File: config.mk
export PLATFORM = sky130hd
export DESIGN_NAME = dwa_dem_encoder
export DESIGN_NICKNAME = d
export VERILOG_FILES = /design/src/rtl/dwa_dem_encoder.sv
export SDC_FILE = /design/constraint.sdc
export NUM_CORES = 1
export LEC_CHECK = 0
export BUFFER_PORTS_ARGS = -buffer_cell sky130_fd_sc_hd__buf_2
export CAP_MARGIN = 40
export CORE_MARGIN = 2
export CORE_UTILIZATION = 50
export DETAILED_ROUTE_END_ITERATION = 10
export GPL_ROUTABILITY_DRIVEN = 0
export HOLD_SLACK_MARGIN = 0.08
export PLACE_DENSITY_LB_ADDON = 0.1
export SYNTH_ARGS = -nofsm -noshare
export SYNTH_HDL_FRONTEND = slang
export SYNTH_SLANG_ARGS = --single-unit
File: constraint.sdc
create_clock -name clk -period 11.7 [get_ports clk]
set_input_delay 2.34 -clock clk [delete_from_list [all_inputs] [get_ports clk]]
set_output_delay 2.34 -clock clk [all_outputs]
set_load 0.005 [all_outputs]
File: src/rtl/dwa_dem_encoder.sv
// Dynamic-element-matching encoder: maps each quantizer code to a set of
// unit-element enables (thermometer, DWA or LFSR-dithered DWA).
//
// Ports:
//   clk, rst        : rising-edge clock, async active-high reset
//   clr             : sync clear of rotation pointer and dither LFSR
//   mode            : 0 thermometer, 1/3 DWA, 2 dithered DWA
//   in_valid/in_code: quantizer sample (always consumed)
//   out_valid       : out_sel/sat updated this cycle
//   out_sel         : unit-element enables, bit i drives element i
//   ptr             : current rotation pointer
//   sat             : last accepted code exceeded NUM_ELEM
module dwa_dem_encoder #(
  parameter int CODE_WIDTH = 3,
  parameter int NUM_ELEM   = 7,
  parameter int PTR_WIDTH  = $clog2(NUM_ELEM),
  parameter int LFSR_WIDTH = 8,
  parameter logic [LFSR_WIDTH-1:0] LFSR_SEED = 8'hFF,
  parameter logic [LFSR_WIDTH-1:0] LFSR_TAPS = 8'hB8
) (
  input  logic                  clk,
  input  logic                  rst,
  input  logic                  clr,
  input  logic [1:0]            mode,
  input  logic                  in_valid,
  input  logic [CODE_WIDTH-1:0] in_code,
  output logic                  out_valid,
  output logic [NUM_ELEM-1:0]   out_sel,
  output logic [PTR_WIDTH-1:0]  ptr,
  output logic                  sat
);

  // Sum width: ptr + count + dither never exceeds 2*NUM_ELEM.
  localparam int SW = PTR_WIDTH + 2;
  localparam int XW = (CODE_WIDTH > SW) ? CODE_WIDTH : SW;
  localparam logic [SW-1:0] NE_S = SW'(NUM_ELEM);
  localparam logic [XW-1:0] NE_X = XW'(NUM_ELEM);

  typedef enum logic [1:0] {
    M_THERM = 2'd0,
    M_DWA   = 2'd1,
    M_DITH  = 2'd2,
    M_ALT   = 2'd3
  } mode_e;

  logic                  out_valid_q, out_valid_d;
  logic [NUM_ELEM-1:0]   out_sel_q, out_sel_d;
  logic [PTR_WIDTH-1:0]  ptr_q, ptr_d;
  logic                  sat_q, sat_d;
  logic [LFSR_WIDTH-1:0] lfsr_q, lfsr_d;

  logic [XW-1:0]         code_x;
  logic                  over;
  logic [SW-1:0]         cnt;
  logic [PTR_WIDTH-1:0]  ptr_base;
  logic [LFSR_WIDTH-1:0] lfsr_base;
  logic [LFSR_WIDTH-1:0] lfsr_step;
  logic                  fb;
  logic                  dith;
  logic [NUM_ELEM-1:0]   therm;
  logic [2*NUM_ELEM-1:0] rot;
  logic [NUM_ELEM-1:0]   rot_sel;
  logic [SW-1:0]         sum;
  logic [SW-1:0]         mod1;
  logic [SW-1:0]         mod2;
  mode_e                 mode_m;

  always_comb begin
    code_x = XW'(in_code);
    over   = code_x > NE_X;
    cnt    = over ? NE_S : SW'(code_x);

    // A clear alongside a sample encodes from the reset state.
    ptr_base  = clr ? '0 : ptr_q;
    lfsr_base = clr ? LFSR_SEED : lfsr_q;

    fb        = ^(lfsr_base & LFSR_TAPS);
    lfsr_step = {lfsr_base[LFSR_WIDTH-2:0], fb};
    mode_m    = mode_e'(mode);
    dith      = (mode_m == M_DITH) ? lfsr_base[0] : 1'b0;

    therm = '0;
    for (int i = 0; i < NUM_ELEM; i++) begin
      therm[i] = SW'(i) < cnt;
    end

    // Rotate-left by ptr: upper half of the doubled word wraps the run.
    rot     = {therm, therm} << ptr_base;
    rot_sel = rot[2*NUM_ELEM-1:NUM_ELEM];

    sum  = SW'(ptr_base) + cnt + SW'(dith);
    mod1 = (sum >= NE_S) ? sum - NE_S : sum;
    mod2 = (mod1 >= NE_S) ? mod1 - NE_S : mod1;
  end

  always_comb begin
    out_valid_d = in_valid;
    out_sel_d   = out_sel_q;
    sat_d       = sat_q;
    ptr_d       = ptr_base;
    lfsr_d      = lfsr_base;
    if (in_valid) begin
      sat_d = over;
      unique case (mode_m)
        M_THERM: begin
          out_sel_d = therm;
        end
        M_DITH: begin
          out_sel_d = rot_sel;
          ptr_d     = mod2[PTR_WIDTH-1:0];
          lfsr_d    = lfsr_step;
        end
        M_DWA, M_ALT: begin
          out_sel_d = rot_sel;
          ptr_d     = mod2[PTR_WIDTH-1:0];
        end
        default: begin
          out_sel_d = rot_sel;
          ptr_d     = mod2[PTR_WIDTH-1:0];
        end
      endcase
    end
  end

  always_ff @(posedge clk or posedge rst) begin
    if (rst) begin
      out_valid_q <= 1'b0;
      out_sel_q   <= '0;
      ptr_q       <= '0;
      sat_q       <= 1'b0;
      lfsr_q      <= LFSR_SEED;
    end else begin
      out_valid_q <= out_valid_d;
      out_sel_q   <= out_sel_d;
      ptr_q       <= ptr_d;
      sat_q       <= sat_d;
      lfsr_q      <= lfsr_d;
    end
  end

  assign out_valid = out_valid_q;
  assign out_sel   = out_sel_q;
  assign ptr       = ptr_q;
  assign sat       = sat_q;

endmodule

==> summary.txt <==
Run status
  • Status: completed

Power and ir drop
  • Worst vdd ir: approximately 0.000086 V
  • PwrDens: around 170 nW/um^2
  • Leakage power: 0.764 nW

Timing
  • Fin. max-slew vios: 0
  • Clock skew: 0.00172 ns
  • Final Critical Period: 5.86 ns
  • RSZ-0062 raised after global routing: no
  • Fmax: 0.171 GHz
  • Slew headroom: 39.2%
  • Final hold vios: 0
  • Slew @ Worst Pin: 0.909 ns
  • Setup TNS: 0 ns
  • Final period utilization: between 50 and 60%
  • Final setup violation count: 0

Synth
  • Post-synth EDFFs: 0
  • Sequential area share after synthesis: between 20% and 30%
  • Avg Inst Size Synth: around 7.6 um^2
  • Mapped Area: around 1700 um^2
  • Post-synthesis compound-gate area fraction: 26.6%
  • Syn Nets: 243
  • Syn Inst Count: around 230
  • Synth top area share: approximately 16%
  • Synth warn: 0
  • Synth Area in Simple Gates: between 20% and 30%
  • Top_reg_cell synth: dfrtp_1
  • Top area cells in the synthesized netlist: dfrtp_1 (16%), dfstp_2 (12%), nand2_1 (6.5%)
  • Area share of fa/ha/maj cells after synthesis: roughly 4.7%
  • Post-synthesis register bit count: 19
  • Post-synthesis mux area share: between 2 and 2.5%
  • Largest family of logic cells by synthesized area: compound AO/OA/AOI/OAI gates
  • Xor and xnor area share after synthesis: around 4.5%
  • Ys async rst share: 100%
  • Leading area contributor after synthesis: dfrtp_1
  • Netlist cell types: 51

Clock tree
  • Clk sink count: 19
  • # Post-CTS Setup Buffers: 0
  • Root buffer cell: clkbuf_4
  • Number of buffers created by CTS: 3
  • Cts hold-fix bufs: 0
  • Post-CTS Resized: 0
  • H-tree depth: 1
  • Worst-Skew Late Latency: 0.29 ns
  • CTS tree: yes
  • Clock transition at path regs: 0.10 ns
  • Clock Path Buffers: 2

Setup path
  • Capture point of the critical path: ptr[0]$_DFF_PP0_
  • Crit-path max FO: 20
  • CP startpoint kind: input pin
  • CP required: 11.92 ns
  • Worst r2r src: ptr[0]$_DFF_PP0_
  • Crit path from: clr
  • R2r setup slk: between 7 and 8 ns
  • Crit path kind: in -> reg
  • R2r endpoint: ptr[0]$_DFF_PP0_
  • Setup crit end kind: register
  • Crit path DAT: 6.08 ns
  • Register-to-Register Path Depth: 17

Worst hold path
  • Worst hold path type: reg -> reg

Floorplanning
  • Die height: 63.0 um
  • Core area: around 3300 um^2
  • Die area: approximately 4000 um^2
  • FP Rows: 21
  • Initial Utilization: approximately 52%
  • IO Count: 21
  • Die width: 63.0 um

Routing
  • DR vias: 1682
  • Post-route ant nets: 0
  • Avg WL per Cell: between 10 and 15 um
  • Initial DRC count: 154
  • Total Wirelength: just over 4 mm
  • Vias/cell: roughly 6.1
  • DRC viols: 0
  • TritonRoute pass-1 iters: 4

GRT
  • Gr usage total: 22.0%
  • Overflow after GRT: 0
  • Vias in the first global route: 1518
  • Initial antenna violation count: 0
  • Largest net degree at the start of global routing: 25
  • First-pass GRT wire length: between 7 and 8 mm

Flow run
  • Maxcap violations: 0

Final layout
  • Ant diodes: 0
  • # fillers: 331
  • Ratio of cells with drive above 1 in the final layout: 17.0%
  • Nets: ~250
  • Layout area overhead: 3.88%
  • Post-layout util: 54.2%

Place
  • PortBufs: 19
  • Post-DP HPWL: ~2.9 mm
metal layers:
metal | routed length [um] | GRT usage [%]
met5 | 0 | 0
met4 | 28 | 6.39
met3 | 235 | 1.98
met2 | 1890 | 34.6
met1 | 1900 | 32.0
report_power, final:
group	total, W	switching (W)	leakage (nW)	internal [W]
Sequential	0.0000948	0.0000176	0.215	0.0000772
Combinational	0.000178	0.000102	0.534	0.0000758
Clock	0.0000320	0.0000188	0.0150	0.0000133
Total	0.000305	0.000138	0.764	0.000166
kinds of logic (layout without fill, tap and decap cells):
logic type      Yosys count  after routing
buf+inv                  28             30
xor+xnor                  8              8
fa+ha+maj                 6              6
simple gates             90             90
flops                    19             19
compound gates           73             73
other cells               1              1
mux                       3              3
worst min-delay path by stage:
stage                                start                     end  slack, ns  depth (start not counted)
floorplan              lfsr_q[2]$_DFF_PP1_     lfsr_q[2]$_DFF_PP1_       0.46                          2
global placement    out_sel[4]$_DFFE_PP0P_  out_sel[4]$_DFFE_PP0P_       0.47                          2
detailed placement     lfsr_q[2]$_DFF_PP1_     lfsr_q[2]$_DFF_PP1_       0.48                          2
CTS                    lfsr_q[2]$_DFF_PP1_     lfsr_q[2]$_DFF_PP1_       0.50                          2
global route           lfsr_q[7]$_DFF_PP1_     lfsr_q[7]$_DFF_PP1_       0.52                          2
finish                 lfsr_q[2]$_DFF_PP1_     lfsr_q[2]$_DFF_PP1_       0.49                          2
worst max-delay path: stages:
cell and delay (ns):
buf_2 0.20, nand2b_1 0.28, xnor2_1 0.19, ha_1 0.21, a21oi_1 0.15, fa_1 0.48
inv_1 0.10, ha_1 0.40, nand2_1 0.19, a21oi_1 0.18, a31o_2 0.15, ha_1 0.30
nor2_1 0.12, mux2_4 0.28, o21ai_1 0.11, o311ai_1 0.12, xor2_1 0.17, o21ai_1 0.12
cell type report:
| class | instances | area, um^2 | area share [%] |
|---|---|---|---|
| inverters | 7 | 26.3 | 1.45 |
| clock buffers | 4 | 26.3 | 1.45 |
| flip-flops and latches | 19 | 485 | 26.8 |
| multi-input cells | 181 | 1120 | 61.8 |
| well taps | 46 | 57.6 | 3.18 |
| repair buffers | 19 | 95.1 | 5.26 |
registers in the layout, indices dropped and copies added (netlist names):
name / flops
out_sel: 7
ptr: 3
lfsr_q: 8
out_valid: 1
cell usage after synthesis, drive strengths merged (2+ instances only):
cell type / n
a31o: 2
nor2b: 5
o311ai: 2
o211ai: 2
o21a: 2
nand3: 6
buf: 7
nand2b: 5
xnor2: 5
a21oi: 19
dfrtp: 11
ha: 5
and3b: 2
a221oi: 3
nand4: 2
mux2: 2
dfstp: 8
nand3b: 9
a31oi: 2
o21ai: 25
nor2: 19
nor3: 7
xor2: 3
a22oi: 3
clkbuf: 14
o221ai: 4
inv: 7
nand2: 30
o22ai: 3
stage by stage:
step	setup WS, ns	cell area [um^2]	std cells	hold slack (ns)	power [W]
final	5.84	1810	276	0.492	0.000305
after global routing	5.46	1810	276	0.524	0.000335
after CTS	5.89	1810	276	0.495	0.000303
after detailed placement	5.57	1780	272	0.478	0.000270
after global placement	5.74	1780	272	0.475	0.000266
after floorplan	5.68	1740	228	0.464	0.000239
cells in the final DEF (no fill, tap or decap), drive strengths merged, types with 2 or more instances in the layout:
| cell | count |
|---|---|
| a31oi | 2 |
| clkbuf | 4 |
| a21oi | 19 |
| nor3 | 7 |
| a31o | 2 |
| dfstp | 8 |
| dfrtp | 11 |
| a221oi | 3 |
| nor2 | 19 |
| ha | 5 |
| nand3b | 9 |
| o22ai | 3 |
| o221ai | 4 |
| xnor2 | 5 |
| nor2b | 5 |
| buf | 19 |
| o311ai | 2 |
| nand2b | 5 |
| inv | 7 |
| nand2 | 30 |
| xor2 | 3 |
| o211ai | 2 |
| nand4 | 2 |
| mux2 | 2 |
| o21ai | 25 |
| a22oi | 3 |
| nand3 | 6 |
| o21a | 2 |
| and3b | 2 |
(Power assumes the default switching activity.)
